### config.mk
export PLATFORM = sky130hd
export DESIGN_NAME = seg_scan_ctrl
export DESIGN_NICKNAME = d
export VERILOG_FILES = /design/src/rtl/seg_pkg.sv /design/src/rtl/seg_hex_decode.sv /design/src/rtl/seg_scan_ctrl.sv
export SDC_FILE = /design/constraint.sdc
export NUM_CORES = 1
export LEC_CHECK = 0
export BUFFER_PORTS_ARGS = -buffer_cell sky130_fd_sc_hd__buf_2
export CAP_MARGIN = 25
export CORE_ASPECT_RATIO = 1.2
export CORE_MARGIN = 4
export CORE_UTILIZATION = 35
export CTS_CLUSTER_SIZE = 20
export DETAILED_ROUTE_END_ITERATION = 10
export SLEW_MARGIN = 10
export SYNTH_ARGS = -nofsm -noshare
export SYNTH_HDL_FRONTEND = slang
export SYNTH_SLANG_ARGS = --single-unit
### constraint.sdc
create_clock -name clk -period 6.4 [get_ports clk]
set_input_delay 0.32 -clock clk [delete_from_list [all_inputs] [get_ports clk]]
set_output_delay 0.32 -clock clk [all_outputs]
set_load 0.02 [all_outputs]
### src/rtl/seg_pkg.sv
// Shared types and constants for the 7-segment scan controller.
package seg_pkg;

    // Scan FSM: all anodes off (anti-ghost gap) or one digit driven.
    typedef enum logic {
        ST_BLANK = 1'b0,
        ST_SHOW  = 1'b1
    } state_t;

    // Segment pattern with every segment off (active-low).
    localparam logic [6:0] SEG_BLANK = 7'h7F;

    // Hex glyphs, active-low {g,f,e,d,c,b,a}; entry N is the glyph for nibble N.
    localparam logic [15:0][6:0] HEX_TABLE = {
        7'b0001110,  // F
        7'b0000110,  // E
        7'b0100001,  // d
        7'b1000110,  // C
        7'b0000011,  // b
        7'b0001000,  // A
        7'b0010000,  // 9
        7'b0000000,  // 8
        7'b1111000,  // 7
        7'b0000010,  // 6
        7'b0010010,  // 5
        7'b0011001,  // 4
        7'b0110000,  // 3
        7'b0100100,  // 2
        7'b1111001,  // 1
        7'b1000000   // 0
    };

    // Largest of two tick counts, never below 2, so the counter is at least 1 bit.
    function automatic int max_ticks(input int a, input int b);
        int m;
        m = (a > b) ? a : b;
        return (m > 2) ? m : 2;
    endfunction

endpackage

### src/rtl/seg_hex_decode.sv
// Combinational hex nibble to active-low 7-segment glyph lookup.
module seg_hex_decode
    import seg_pkg::*;
(
    input  logic [3:0] nibble,
    output logic [6:0] seg
);

    assign seg = HEX_TABLE[nibble];

endmodule

### src/rtl/seg_scan_ctrl.sv
// Time-multiplexed scan controller for a common-anode 7-segment display.
// Values are staged in a shadow set and copied to the active set only at the
// frame boundary (index wrap), so a frame never mixes old and new digits.
//
//   state    | meaning
//   ---------+-----------------------------------------------------------
//   ST_BLANK | all anodes off for BLANK_TICKS cycles before digit idx
//   ST_SHOW  | digit idx driven for DIGIT_TICKS cycles, then idx advances
module seg_scan_ctrl
    import seg_pkg::*;
#(
    parameter int NUM_DIGITS  = 8,
    parameter int DIGIT_TICKS = 100000,
    parameter int BLANK_TICKS = 1000
) (
    input  logic                    clk,
    input  logic                    rst,
    input  logic [4*NUM_DIGITS-1:0] value_in,
    input  logic [NUM_DIGITS-1:0]   en_in,
    input  logic [NUM_DIGITS-1:0]   dp_in,
    input  logic                    lzb_in,
    input  logic                    load,
    output logic                    pending,
    output logic                    frame_pulse,
    output logic [6:0]              seg,
    output logic                    dp,
    output logic [NUM_DIGITS-1:0]   an
);

    localparam int VAL_W  = 4 * NUM_DIGITS;
    localparam int TICK_W = $clog2(max_ticks(DIGIT_TICKS, BLANK_TICKS));
    localparam int IDX_W  = (NUM_DIGITS > 1) ? $clog2(NUM_DIGITS) : 1;

    localparam logic [TICK_W-1:0]     DIGIT_LAST = TICK_W'(DIGIT_TICKS - 1);
    localparam logic [TICK_W-1:0]     BLANK_LAST = TICK_W'((BLANK_TICKS > 0) ? BLANK_TICKS - 1 : 0);
    localparam logic [IDX_W-1:0]      IDX_LAST   = IDX_W'(NUM_DIGITS - 1);
    localparam logic [NUM_DIGITS-1:0] DIGIT_ONE  = NUM_DIGITS'(1);

    state_t              state, state_nxt;
    logic [TICK_W-1:0]   tick, tick_nxt;
    logic [IDX_W-1:0]    idx, idx_nxt;
    logic                boundary;

    logic [VAL_W-1:0]      shadow_value, active_value;
    logic [NUM_DIGITS-1:0] shadow_en, active_en;
    logic [NUM_DIGITS-1:0] shadow_dp, active_dp;
    logic                  shadow_lzb, active_lzb;

    logic [NUM_DIGITS-1:0] lz_mask;
    logic                  lz_run;
    logic [3:0]            cur_nibble;
    logic                  digit_lit;
    logic [6:0]            hex_seg;

    // State register; reset lands in BLANK so the first digit also gets its gap.
    always_ff @(posedge clk or posedge rst) begin
        if (rst) begin
            state <= ST_BLANK;
        end else begin
            state <= state_nxt;
        end
    end

    // Next-state, tick and index sequencing; boundary marks the last-digit wrap.
    always_comb begin
        state_nxt = state;
        idx_nxt   = idx;
        tick_nxt  = tick + 1'b1;
        boundary  = 1'b0;
        case (state)
            ST_BLANK: begin
                if (BLANK_TICKS == 0 || tick == BLANK_LAST) begin
                    state_nxt = ST_SHOW;
                    tick_nxt  = '0;
                end
            end
            ST_SHOW: begin
                if (tick == DIGIT_LAST) begin
                    tick_nxt  = '0;
                    state_nxt = (BLANK_TICKS == 0) ? ST_SHOW : ST_BLANK;
                    if (idx == IDX_LAST) begin
                        idx_nxt  = '0;
                        boundary = 1'b1;
                    end else begin
                        idx_nxt = idx + 1'b1;
                    end
                end
            end
            default: begin
                state_nxt = ST_BLANK;
                tick_nxt  = '0;
            end
        endcase
    end

    // Tick counter and digit index.
    always_ff @(posedge clk or posedge rst) begin
        if (rst) begin
            tick <= '0;
            idx  <= '0;
        end else begin
            tick <= tick_nxt;
            idx  <= idx_nxt;
        end
    end

    // Shadow capture on load; last load before the boundary wins.
    always_ff @(posedge clk or posedge rst) begin
        if (rst) begin
            shadow_value <= '0;
            shadow_en    <= '0;
            shadow_dp    <= '0;
            shadow_lzb   <= 1'b0;
        end else if (load) begin
            shadow_value <= value_in;
            shadow_en    <= en_in;
            shadow_dp    <= dp_in;
            shadow_lzb   <= lzb_in;
        end
    end

    // Boundary transfer uses the shadow as it stood before this cycle's load,
    // so a load coinciding with the wrap waits for the following frame.
    always_ff @(posedge clk or posedge rst) begin
        if (rst) begin
            active_value <= '0;
            active_en    <= '0;
            active_dp    <= '0;
            active_lzb   <= 1'b0;
            pending      <= 1'b0;
            frame_pulse  <= 1'b0;
        end else begin
            frame_pulse <= boundary && pending;
            if (boundary && pending) begin
                active_value <= shadow_value;
                active_en    <= shadow_en;
                active_dp    <= shadow_dp;
                active_lzb   <= shadow_lzb;
            end
            if (load) begin
                pending <= 1'b1;
            end else if (boundary) begin
                pending <= 1'b0;
            end
        end
    end

    // Leading-zero mask: blank from the top digit down while nibbles are zero;
    // digit 0 is never masked so a zero value still reads "0".
    always_comb begin
        lz_run  = active_lzb;
        lz_mask = '0;
        for (int i = NUM_DIGITS - 1; i > 0; i--) begin
            lz_run     = lz_run && (active_value[4*i +: 4] == 4'h0);
            lz_mask[i] = lz_run;
        end
    end

    // Select the current nibble and decide whether this slot lights.
    always_comb begin
        cur_nibble = active_value[{idx, 2'b00} +: 4];
        digit_lit  = (state == ST_SHOW) && active_en[idx] && !lz_mask[idx];
    end

    seg_hex_decode u_hex (
        .nibble (cur_nibble),
        .seg    (hex_seg)
    );

    // Registered pin drivers: seg, dp and an change together, one cycle behind the FSM.
    always_ff @(posedge clk or posedge rst) begin
        if (rst) begin
            an  <= '1;
            seg <= SEG_BLANK;
            dp  <= 1'b1;
        end else if (digit_lit) begin
            an  <= ~(DIGIT_ONE << idx);
            seg <= hex_seg;
            dp  <= ~active_dp[idx];
        end else begin
            an  <= '1;
            seg <= SEG_BLANK;
            dp  <= 1'b1;
        end
    end

endmodule

==> metrics.txt <==
R2R Path Start idx[0]$_DFFE_PP0P_; Hold Buf Count CTS 0; Reg clk slew, reported paths 0.05 ns; final wirelength 12000 um; setup bufs post-CTS 0; Synth area leader dfrtp_1; placed cell area 6630 um2; # DRC 0; Flop pwr share 46.4%; initial antenna violation count 0; Antenna diodes 0; Sw Ratio 20.4%; sequential-to-total area share from yosys stat 56.8%; Peak Freq 336 MHz; Row Count 52; Port-buffer cells 69; Combinational Power Share 3.8%; dpl hpwl 8660 um; NetSw 403 uW; Worst-Skew Late Latency 0.41 ns; num ports 70; die footprint 19500 um2; Resized Gates After CTS 0; FF-to-FF setup slack 3.42 ns; Synth top area share 49.8%; Synth-to-Final Area Change 19.4%; antenna-violating nets left 0; Crit. End Element flip-flop; cell depth of the worst flop-to-flop path 7; Synth Cell Area 6080 um2; Die X 128 um; Clock Sinks 137; core area 17000 um2; most frequent cell after synthesis dfrtp_1; Fin. Hold Viols 0; Synth Instances 439; filler cell count 1547; die extent in y 152 um; IR drop worst, VDD 170 uV; Synth Flop Type dfrtp_1; #FFs+latches synth 137; via count 3712; unrepaired setup endpoints after global routing false; required time of the critical path 6.71 ns; reg-to-reg critical path endpoint seg[6]$_DFF_PP1_; TritonRoute pass-1 iters 4; WL/cell 16.2 um; skew final 0.0110 ns; critical path data arrival time 3.29 ns; HP Class in -> async; asr flop ratio synth 100%; Power per Cell Area 272 nW/um2; Clk pwr share 49.8%; starting DRC count in detailed routing 240; total track usage 12.9%; number of buffers created by CTS 17; vias in the first global route 3954; Setup Viol. Count Final 0; gpl congestion 0.894; Synth cell types 50; max-slew violations 0; GRT overflow 0; initial core utilization 35.8%; Max stage delay on crit path 0.91 ns; clk buf depth 2; Crit Path Class reg -> reg; leak pwr 0.00333 uW; period utilization 46.6%; maxcap violations 0; measured slew at the worst slew-check pin 0.880 ns; CP Launch Type flip-flop; share of cells above drive strength 1 43.4%; CTS tree yes; Syn Nets 504; YS warnings 0; CP Max Fanout 20; Final min period 2.98 ns; fin area 7260 um2; P_int 1570 uW; count of flip-flops with a built-in enable after synthesis 0; final net count 577; Syn Area/Cell 13.8 um2; worst-path cell chain mux4_1 > a21oi_1 > inv_1 > ha_1 > mux2_2 > a22oi_1 > o21ai_0; DR vias/cell 5.01; Final TNS setup 0 ns; first-pass GRT wire length 20200 um; Synth top cells by count dfrtp_1 (121), mux2_2 (98), nand2_1 (23), nor2_1 (19), dfstp_2 (16); largest net degree at the start of global routing 76; Slowest-stage cell, CP dfrtp_1; status complete, no violations; H-Tree Depth 4; worst rel slew slack 41.3%; largest cells by area after synthesis dfrtp_1 (50%), mux2_2 (18%), dfstp_2 (6.9%); clock root buffer clkbuf_16
-- sequential cells by signal (all words and copies together) (netlist names) --
register      count
shadow_en         8
an                8
active_dp         8
pending           1
dp                1
shadow_value     32
seg               7
idx               3
shadow_dp         8
active_en         8
shadow_lzb        1
active_lzb        1
state             1
frame_pulse       1
active_value     32
tick             17
-- cells by family (layout without fill, tap and decap cells) --
kind of cell | after synthesis | count (layout) | share of synthesized area, %
simple gates | 91 | 91 | 8.03
compound gates | 33 | 33 | 4.10
flops | 137 | 137 | 56.8
fa+ha+maj | 13 | 13 | 2.68
xor+xnor | 15 | 15 | 2.16
mux | 118 | 118 | 23.8
buf+inv | 32 | 118 | 2.43
-- stage by stage --
stage	std cells	hold WS, ns	power, uW	setup WS, ns	utilization (%)
6_report	741	0.0423	1970	3.42	42.7
5_1_grt	741	0.108	2060	3.07	42.7
4_1_cts	740	0.0764	2000	3.40	42.6
3_5_place_dp	708	0.475	1010	3.44	39.0
3_3_place_gp	707	0.467	1000	3.57	38.9
2_1_floorplan	439	0.454	973	2.44	-
-- worst max-delay path: cells and delay by family, from the launching register on --
kind            cells  cell delay, ns
mux                 2            0.95
flops               1            0.91
compound gates      3            0.68
fa+ha+maj           1            0.22
buf+inv             1            0.12
-- worst max path at each step --
stage,start,end,slack [ns],cells past startpoint
floorplan,rst,active_dp[0]$_DFFE_PP0P_,2.44,1
global placement,idx[0]$_DFFE_PP0P_,seg[6]$_DFF_PP1_,3.57,7
detailed placement,idx[0]$_DFFE_PP0P_,seg[6]$_DFF_PP1_,3.44,7
CTS,idx[0]$_DFFE_PP0P_,seg[6]$_DFF_PP1_,3.40,7
global route,idx[0]$_DFFE_PP0P_,seg[6]$_DFF_PP1_,3.07,7
finish,idx[0]$_DFFE_PP0P_,seg[6]$_DFF_PP1_,3.42,7
-- routing by layer --
layer / up-vias / share of wire, % / global-route usage, % / routed length [um]
met2: 73 / 50 / 20.4 / 6000
met1: 1887 / 44 / 16.8 / 5220
met3: 11 / 5.2 / 4.35 / 627
met5: - / 0 / 0 / 0
met4: 0 / 1.2 / 4.20 / 145
li1: 1741 / - / - / -
-- power groups by stage --
stage / combinational, uW / sequential [uW] / clock, uW
2_1_floorplan: 50.2 / 923 / 0
3_3_place_gp: 72.6 / 932 / 0
3_5_place_dp: 75.9 / 933 / 0
4_1_cts: 76.1 / 918 / 1010
5_1_grt: 84.7 / 920 / 1050
6_report: 74.8 / 916 / 984
-- cells in the final DEF, fill, tap and decap left out, types with 3 or more instances in the layout --
master and instances:
mux2_2 98, nor2_1 19, clkbuf_16 17, buf_2 69, nor4_1 7, inv_1 11
mux2i_1 6, mux4_2 5, nand3_1 9, bufinv_16 3, o22ai_1 4, and3_1 6
nand2_1 23, nand4_1 4, dfstp_2 16, clkinvlp_4 4, a22oi_1 3, xor2_1 8
mux2_1 4, o21ai_1 3, and4_1 4, ha_1 13, xnor2_1 7, mux4_1 4
o21ai_0 8, dfrtp_1 121, nand2b_1 3, a21oi_1 3, nor3_1 4
-- final cells by class --
class	count	area [um2]	area share (%)
Clock buffer	21	460	6.34
Clock inverter	11	146	2.02
Inverter	13	51.3	0.707
Multi-Input combinational cell	270	2480	34.2
Sequential cell	137	3450	47.5
Tap cell	216	270	3.72
Timing Repair Buffer	73	400	5.52
Power figures use the tool's default switching activity.
